`src/rtl/rep3_tx.sv`:
```
// rep3_tx: framed serial transmitter (start, data LSB-first, optional parity, stop);
// every framed bit is sent as three identical chips. Optional parity: REP3_PARITY_EN.
`default_nettype none

module rep3_tx #(
  parameter int DATA_W   = 8,
  parameter int BAUD_DIV = 4
) (
  input  logic              clk,
  input  logic              rst_n,
  input  logic [DATA_W-1:0] in_data,
  input  logic              in_valid,
  output logic              in_ready,
  output logic              tx_out,
  output logic              tx_busy,
  output logic              done
);

  localparam int DIV_W = (BAUD_DIV > 1) ? $clog2(BAUD_DIV) : 1;
  localparam int BIT_W = (DATA_W > 1) ? $clog2(DATA_W) : 1;
  localparam logic [DIV_W-1:0] DIV_MAX = DIV_W'(BAUD_DIV - 1);
  localparam logic [BIT_W-1:0] BIT_MAX = BIT_W'(DATA_W - 1);

`ifdef REP3_PARITY_EN
  typedef enum logic [2:0] {
    ST_IDLE   = 3'd0,
    ST_START  = 3'd1,
    ST_DATA   = 3'd2,
    ST_PARITY = 3'd3,
    ST_STOP   = 3'd4
  } state_t;
`else
  typedef enum logic [1:0] {
    ST_IDLE  = 2'd0,
    ST_START = 2'd1,
    ST_DATA  = 2'd2,
    ST_STOP  = 2'd3
  } state_t;
`endif

  state_t            state;
  state_t            next_state;
  logic [DIV_W-1:0]  div_cnt;
  logic [1:0]        rep_cnt;
  logic [BIT_W-1:0]  bit_cnt;
  logic [DATA_W-1:0] shift_reg;
  logic              chip_end;
  logic              bit_end;
`ifdef REP3_PARITY_EN
  logic              parity;
`endif

  assign chip_end = (div_cnt == DIV_MAX);
  assign bit_end  = chip_end && (rep_cnt == 2'd2);

  always_ff @(posedge clk or negedge rst_n) begin
    if (!rst_n) begin
      state <= ST_IDLE;
    end else begin
      state <= next_state;
    end
  end

  always_comb begin
    next_state = state;
    case (state)
      ST_IDLE:  if (in_valid) next_state = ST_START;
      ST_START: if (bit_end) next_state = ST_DATA;
      ST_DATA: begin
        if (bit_end && (bit_cnt == BIT_MAX)) begin
`ifdef REP3_PARITY_EN
          next_state = ST_PARITY;
`else
          next_state = ST_STOP;
`endif
        end
      end
`ifdef REP3_PARITY_EN
      ST_PARITY: if (bit_end) next_state = ST_STOP;
`endif
      ST_STOP:  if (bit_end) next_state = ST_IDLE;
      default:  next_state = ST_IDLE;
    endcase
  end

  // Counters only run mid-frame; IDLE keeps them cleared so a new frame starts aligned.
  always_ff @(posedge clk or negedge rst_n) begin
    if (!rst_n) begin
      div_cnt   <= '0;
      rep_cnt   <= 2'd0;
      bit_cnt   <= '0;
      shift_reg <= '0;
      done      <= 1'b0;
`ifdef REP3_PARITY_EN
      parity    <= 1'b0;
`endif
    end else begin
      done <= (state == ST_STOP) && bit_end;
      if (state == ST_IDLE) begin
        div_cnt <= '0;
        rep_cnt <= 2'd0;
        bit_cnt <= '0;
        if (in_valid) begin
          shift_reg <= in_data;
`ifdef REP3_PARITY_EN
          parity    <= ^in_data;
`endif
        end
      end else begin
        if (chip_end) begin
          div_cnt <= '0;
          rep_cnt <= (rep_cnt == 2'd2) ? 2'd0 : rep_cnt + 2'd1;
        end else begin
          div_cnt <= div_cnt + 1'b1;
        end
        if ((state == ST_DATA) && bit_end) begin
          shift_reg <= shift_reg >> 1;
          bit_cnt   <= (bit_cnt == BIT_MAX) ? '0 : bit_cnt + 1'b1;
        end
      end
    end
  end

  // Decoded from state so an asynchronous reset forces the line high immediately.
  always_comb begin
    tx_out = 1'b1;
    case (state)
      ST_IDLE:   tx_out = 1'b1;
      ST_START:  tx_out = 1'b0;
      ST_DATA:   tx_out = shift_reg[0];
`ifdef REP3_PARITY_EN
      ST_PARITY: tx_out = parity;
`endif
      ST_STOP:   tx_out = 1'b1;
      default:   tx_out = 1'b1;
    endcase
  end

  assign in_ready = (state == ST_IDLE);
  assign tx_busy  = (state != ST_IDLE);

endmodule

`default_nettype wire

```
`config.mk`:
```
export PLATFORM = sky130hd
export DESIGN_NAME = rep3_tx
export DESIGN_NICKNAME = d
export VERILOG_FILES = /design/src/rtl/rep3_tx.sv
export SDC_FILE = /design/constraint.sdc
export NUM_CORES = 1
export LEC_CHECK = 0
export CAP_MARGIN = 0
export CELL_PAD_IN_SITES_DETAIL_PLACEMENT = 0
export CELL_PAD_IN_SITES_GLOBAL_PLACEMENT = 1
export CORE_MARGIN = 2
export CORE_UTILIZATION = 40
export DETAILED_ROUTE_END_ITERATION = 8
export PLACE_DENSITY_LB_ADDON = 0.2
export SLEW_MARGIN = 20
export SYNTH_ARGS = -nofsm -noshare
export SYNTH_HDL_FRONTEND = slang
export SYNTH_SLANG_ARGS = --single-unit
```
`constraint.sdc`:
```
create_clock -name clk -period 2.3 [get_ports clk]
set_input_delay 0.23 -clock clk [delete_from_list [all_inputs] [get_ports clk]]
set_output_delay 0.23 -clock clk [all_outputs]
set_load 0.02 [all_outputs]
```
* After elaboration in Yosys (flattened, before gate mapping)
Cells that the tools add are included.
Word-level totals: register bits after elaboration 18, output and inout bits 4
Operators by class: multiplexer cells 17, equality and inequality tests 10, reduce and logical (&&, ||, !) cells 11, add/sub/neg operators 3
Operator list (number):
- 8-bit 2-to-1 mux | 3
- 2-bit 2-to-1 mux | 9
- 3-bit 2-to-1 mux | 3
- 2-bit == test (second input constant) | 4
- 2-bit inequality test (second input constant) | 4
- 2-bit one-hot mux with 4 select lines | 1
- 2-bit nonzero test | 3
- 2-bit by 1-bit adder with 2-bit output (second input constant) | 2
- 1-bit logical AND | 4
- 4-bit AND reduction | 1
- 3-bit by 1-bit adder with 3-bit output (second input constant) | 1
- 3-bit == test (second input constant) | 1
- 1-bit one-hot mux with 3 select lines | 1
- 2-bit by 1-bit == test with 1-bit output (second input constant) | 1
- 2-bit zero test | 1
- 2-bit AND reduction | 1
- 2-bit OR reduction | 1

* Depth between registers and ports, before layout
depth in word-level cells 5, mapped depth 6, mapped depth without buffers 5

* Worst setup path before layout
OpenSTA, ideal clock, no wires.
path kind flip-flop to flip-flop, from register state[1], to register state[1], library setup time 127 ps, arrival 1536 ps, path slack 637 ps, cell stages (with the launch flop) 6, path buffers 0, cells stage by stage dfrtp_1 > inv_1 > ha_1 > or2_1 > a222oi_1 > mux2_1
Between the ends: longest elaborated chain between the ends 3
RTL lines:
- from (decl) | RTL line 41 | state_t state;
- from (signal assigned) | RTL line 60 | state <= next_state;
- 2-bit == test (tied with other cells) | RTL line 66 | case (state)
- 2-bit inequality test (no source line)
- 4-bit AND reduction (no source line)
Several ways; a longest one is shown, not always the timed one. A chain may end at the register's enable or synchronous reset.

* Worst setup path after layout
from register state[0], to output tx_out
Between the ends: longest elaborated chain between the ends 3
RTL lines:
- 2-bit == test or 2-bit zero test (tied branches) | RTL line 127 | case (state)
- 2-bit OR reduction (no source line)
- 1-bit one-hot mux with 3 select lines (*) | RTL line 127
- to (decl) | RTL line 14 | output logic tx_out,
Every way passes the cells marked *; elsewhere a longest branch is shown, timed or not.

==> flow_summary.yaml <==
yosys:
  synthesis.nets: 97
  ranking_of_synthesized_cells_by_instance_count: "dfrtp_1 (18), ha_1 (7), o221a_1 (7), or2_2 (7), inv_1 (6)"
  synth.cell_area_um2: 917
  ys_seq_elements: 18
  synth.lib_cells_used.distinct: 27
  post-synth-top-count-cell: "dfrtp_1"
  postSynthCellCount: 79
  synthTopCellsByArea: "dfrtp_1 (49%), ha_1 (9.5%), o221a_1 (8.6%), or2_2 (4.8%), inv_1 (2.5%)"
  yosysSeqAreaShare: 0.491
  synth_xor_xnor_area_share: 0
  post-synth-top-area-cell: "dfrtp_1"
  syn_avg_cell_area_um2: 11.6
  synth_area_in_simple_gates: 0.191
  synth_compound_gate_area_share: 0.147
  synth.yosys.warnings: 0
  async_flop_share: 1.00
  ys_dominant_reg_cell: "dfrtp_1"
  synth_top_area_frac: 0.491
  yosys.area_share.adder: 0.0955
  number_of_enable_type_register_cells_in_the_synthesized_netlist: 0
  synth_top_family_by_area: "simple AND/OR/NAND/NOR gates"
  synth_mux_area_frac: 0.0341
clocking:
  cts_inserted_buffers: 3
  cts.sink_count: 18
  worstSkewPairLatency_ns: 0.29
  tritoncts: "yes"
  cts_post_setup_buffers_inserted: 0
  clk_pin_slew_worst_paths_ns: 0.11
  clock_path_buffers: 2
  cts_h_tree_lvls: 1
  cts.root.buffer_cell: "clkbuf_4"
final_layout:
  antenna_cells: 0
  area_delta_synth_final_pct: 22.5
  layout-drive-gt1-share: 0.177
  design.final.nets: 115
  largest_reg_flops: 8
sta:
  finalSetupTns_ns: 0
  maxSlewViolCount: 0
  final.min_clock_period_ns: 2.12
  worst_case_clock_skew_ns: 0.00439
  max-slew-margin-rel: 0.704
  layout_worst_path_cycle_share: 0.922
  fin_hold_ws_ns: 0.270
  max_slew.worst_pin.slew_ns: 0.445
  grt_setup_unrepaired: "false"
  fmaxAchievable_ghz: 0.472
  finalHoldViolations: 0
  setup_viol: 0
pwr:
  p_leak_nw: 0.506
  power-per-cell-area_mw_per_mm2: 476
  irDropWorstVdd_v: 0.000247
worst_setup_path:
  critical_path_class: "register to primary output"
  critical_path.endpoint: "tx_out"
  crit_start: "state[0]"
  maximum_fanout_along_the_worst_path: 4
  category_of_the_worst_setup_path_capture_point: "primary output"
  worst_r2r_path_depth: 5
  reg2reg_setup_slack_ns: 0.45
  worstPathArrival_ns: 1.89
  required_ns: 2.07
  critical_register_to_register_path_endpoint: "state[1]"
  timing.critical_path.from_type: "register"
  crit-reg2reg-launch: "state[1]"
global_routing:
  antenna_found_initial: 0
  number_of_global_route_vias_before_repair: 640
  globalRoute.totalOverflow: 0
  maximum_number_of_pins_on_one_net_before_global_route_repair: 19
  global_route.usage.total: 0.148
  grt_pass1_wl_mm: 2.97
min_path:
  timing.hold.worst.class: "primary input to async pin"
die:
  fp.dieArea_mm2: 0.00269
  die-width_um: 51.9
  placeableCoreArea_mm2: 0.00219
  ioPinCount: 15
  initial_utilization: 0.419
  dieHeight_um: 51.9
  floorplan.rows: 17
routing:
  detail-route-antenna-nets: 0
  count_of_vias_placed_by_the_detailed_router: 643
  via_per_inst: 5.19
  finalWirelength_mm: 1.67
  post_drt_wl_per_cell_um: 13.5
  drc: 0
  drt_first_pass_iters: 5
  drtIter0Drc: 9
placed_design:
  place.detailed.hpwl_mm: 1.21
  io_buffers: 14
  gp_congestion: 0.727
outcome:
  run_status: "finished clean"
job:
  maxCapViolCount: 0
[cell families (layout without fill, tap and decap cells)]
| kind of cell | Yosys count | count (layout) |
|---|---|---|
| muxes | 3 | 3 |
| AOI/OAI and AO/OA | 15 | 15 |
| and+or+nand+nor | 28 | 28 |
| DFF | 18 | 18 |
| adders and majority gates | 7 | 7 |
| buffers and inverters | 8 | 25 |
[power breakdown]
group / leakage (nW) / internal [mW] / switching (mW)
Combinational: 0.254 / 0.0158 / 0.00871
Clock: 0.0210 / 0.0963 / 0.0972
Sequential: 0.232 / 0.316 / 0
Total: 0.506 / 0.428 / 0.106
[layout make-up]
type                       instances  area, um2
clock buffer                       4       36.3
fill                             192       1070
inverter                           6       22.5
multi-input combinational         53        432
sequential                        18        450
tap                               28       35.0
timing repair buffer              15        148
[critical path, stage by stage (launching register included)]
cell and delay [ns]:
dfrtp_1 0.43, inv_1 0.10, ha_1 0.25, nand2_1 0.07, a21oi_1 0.14, clkdlybuf4s50_1 0.61
[per-layer routing]
| layer | GRT usage | wire length (um) | share of wire |
|---|---|---|---|
| met5 | 0 | 0 | 0 |
| met4 | 0.0658 | 13 | 0.0078 |
| met3 | 0.0316 | 63 | 0.038 |
| met2 | 0.219 | 778 | 0.47 |
| met1 | 0.205 | 813 | 0.49 |
[cells in the final DEF, fill, tap and decap left out, drive strengths merged, types with 2 or more instances in the layout]
cell / n
a21oi: 4
clkbuf: 4
clkdlybuf4s50: 14
dfrtp: 18
ha: 7
inv: 6
mux2i: 2
nand2: 5
nand3b: 2
nand4b: 2
nor2: 5
o221a: 7
or2: 8
[worst min path at each step]
stage	cells after the start	endpoint	startpoint
4_1_cts	2	done	rst_n
3_3_place_gp	1	div_cnt[0]	div_cnt[0]
6_report	2	done	rst_n
3_5_place_dp	1	div_cnt[0]	div_cnt[0]
5_1_grt	2	done	rst_n
2_1_floorplan	0	bit_cnt[0]	rst_n
[through the flow]
step	util	total power [mW]	instances	setup slack, ns	instance area [um2]
final	0.513	0.534	124	0.180	1120
after global routing	0.513	0.557	124	0.0167	1120
after global placement	0.495	0.347	120	0.406	1080
after detailed placement	0.495	0.348	120	0.370	1080
after floorplan	-	0.323	79	0.637	917
after CTS	0.512	0.544	124	0.0309	1120
[timing repair]
action                     4_1_cts  5_1_grt
hold buffers                     0        0
resized for setup                0        1
setup endpoints to repair        0        2
Power figures use the tool's default switching activity.
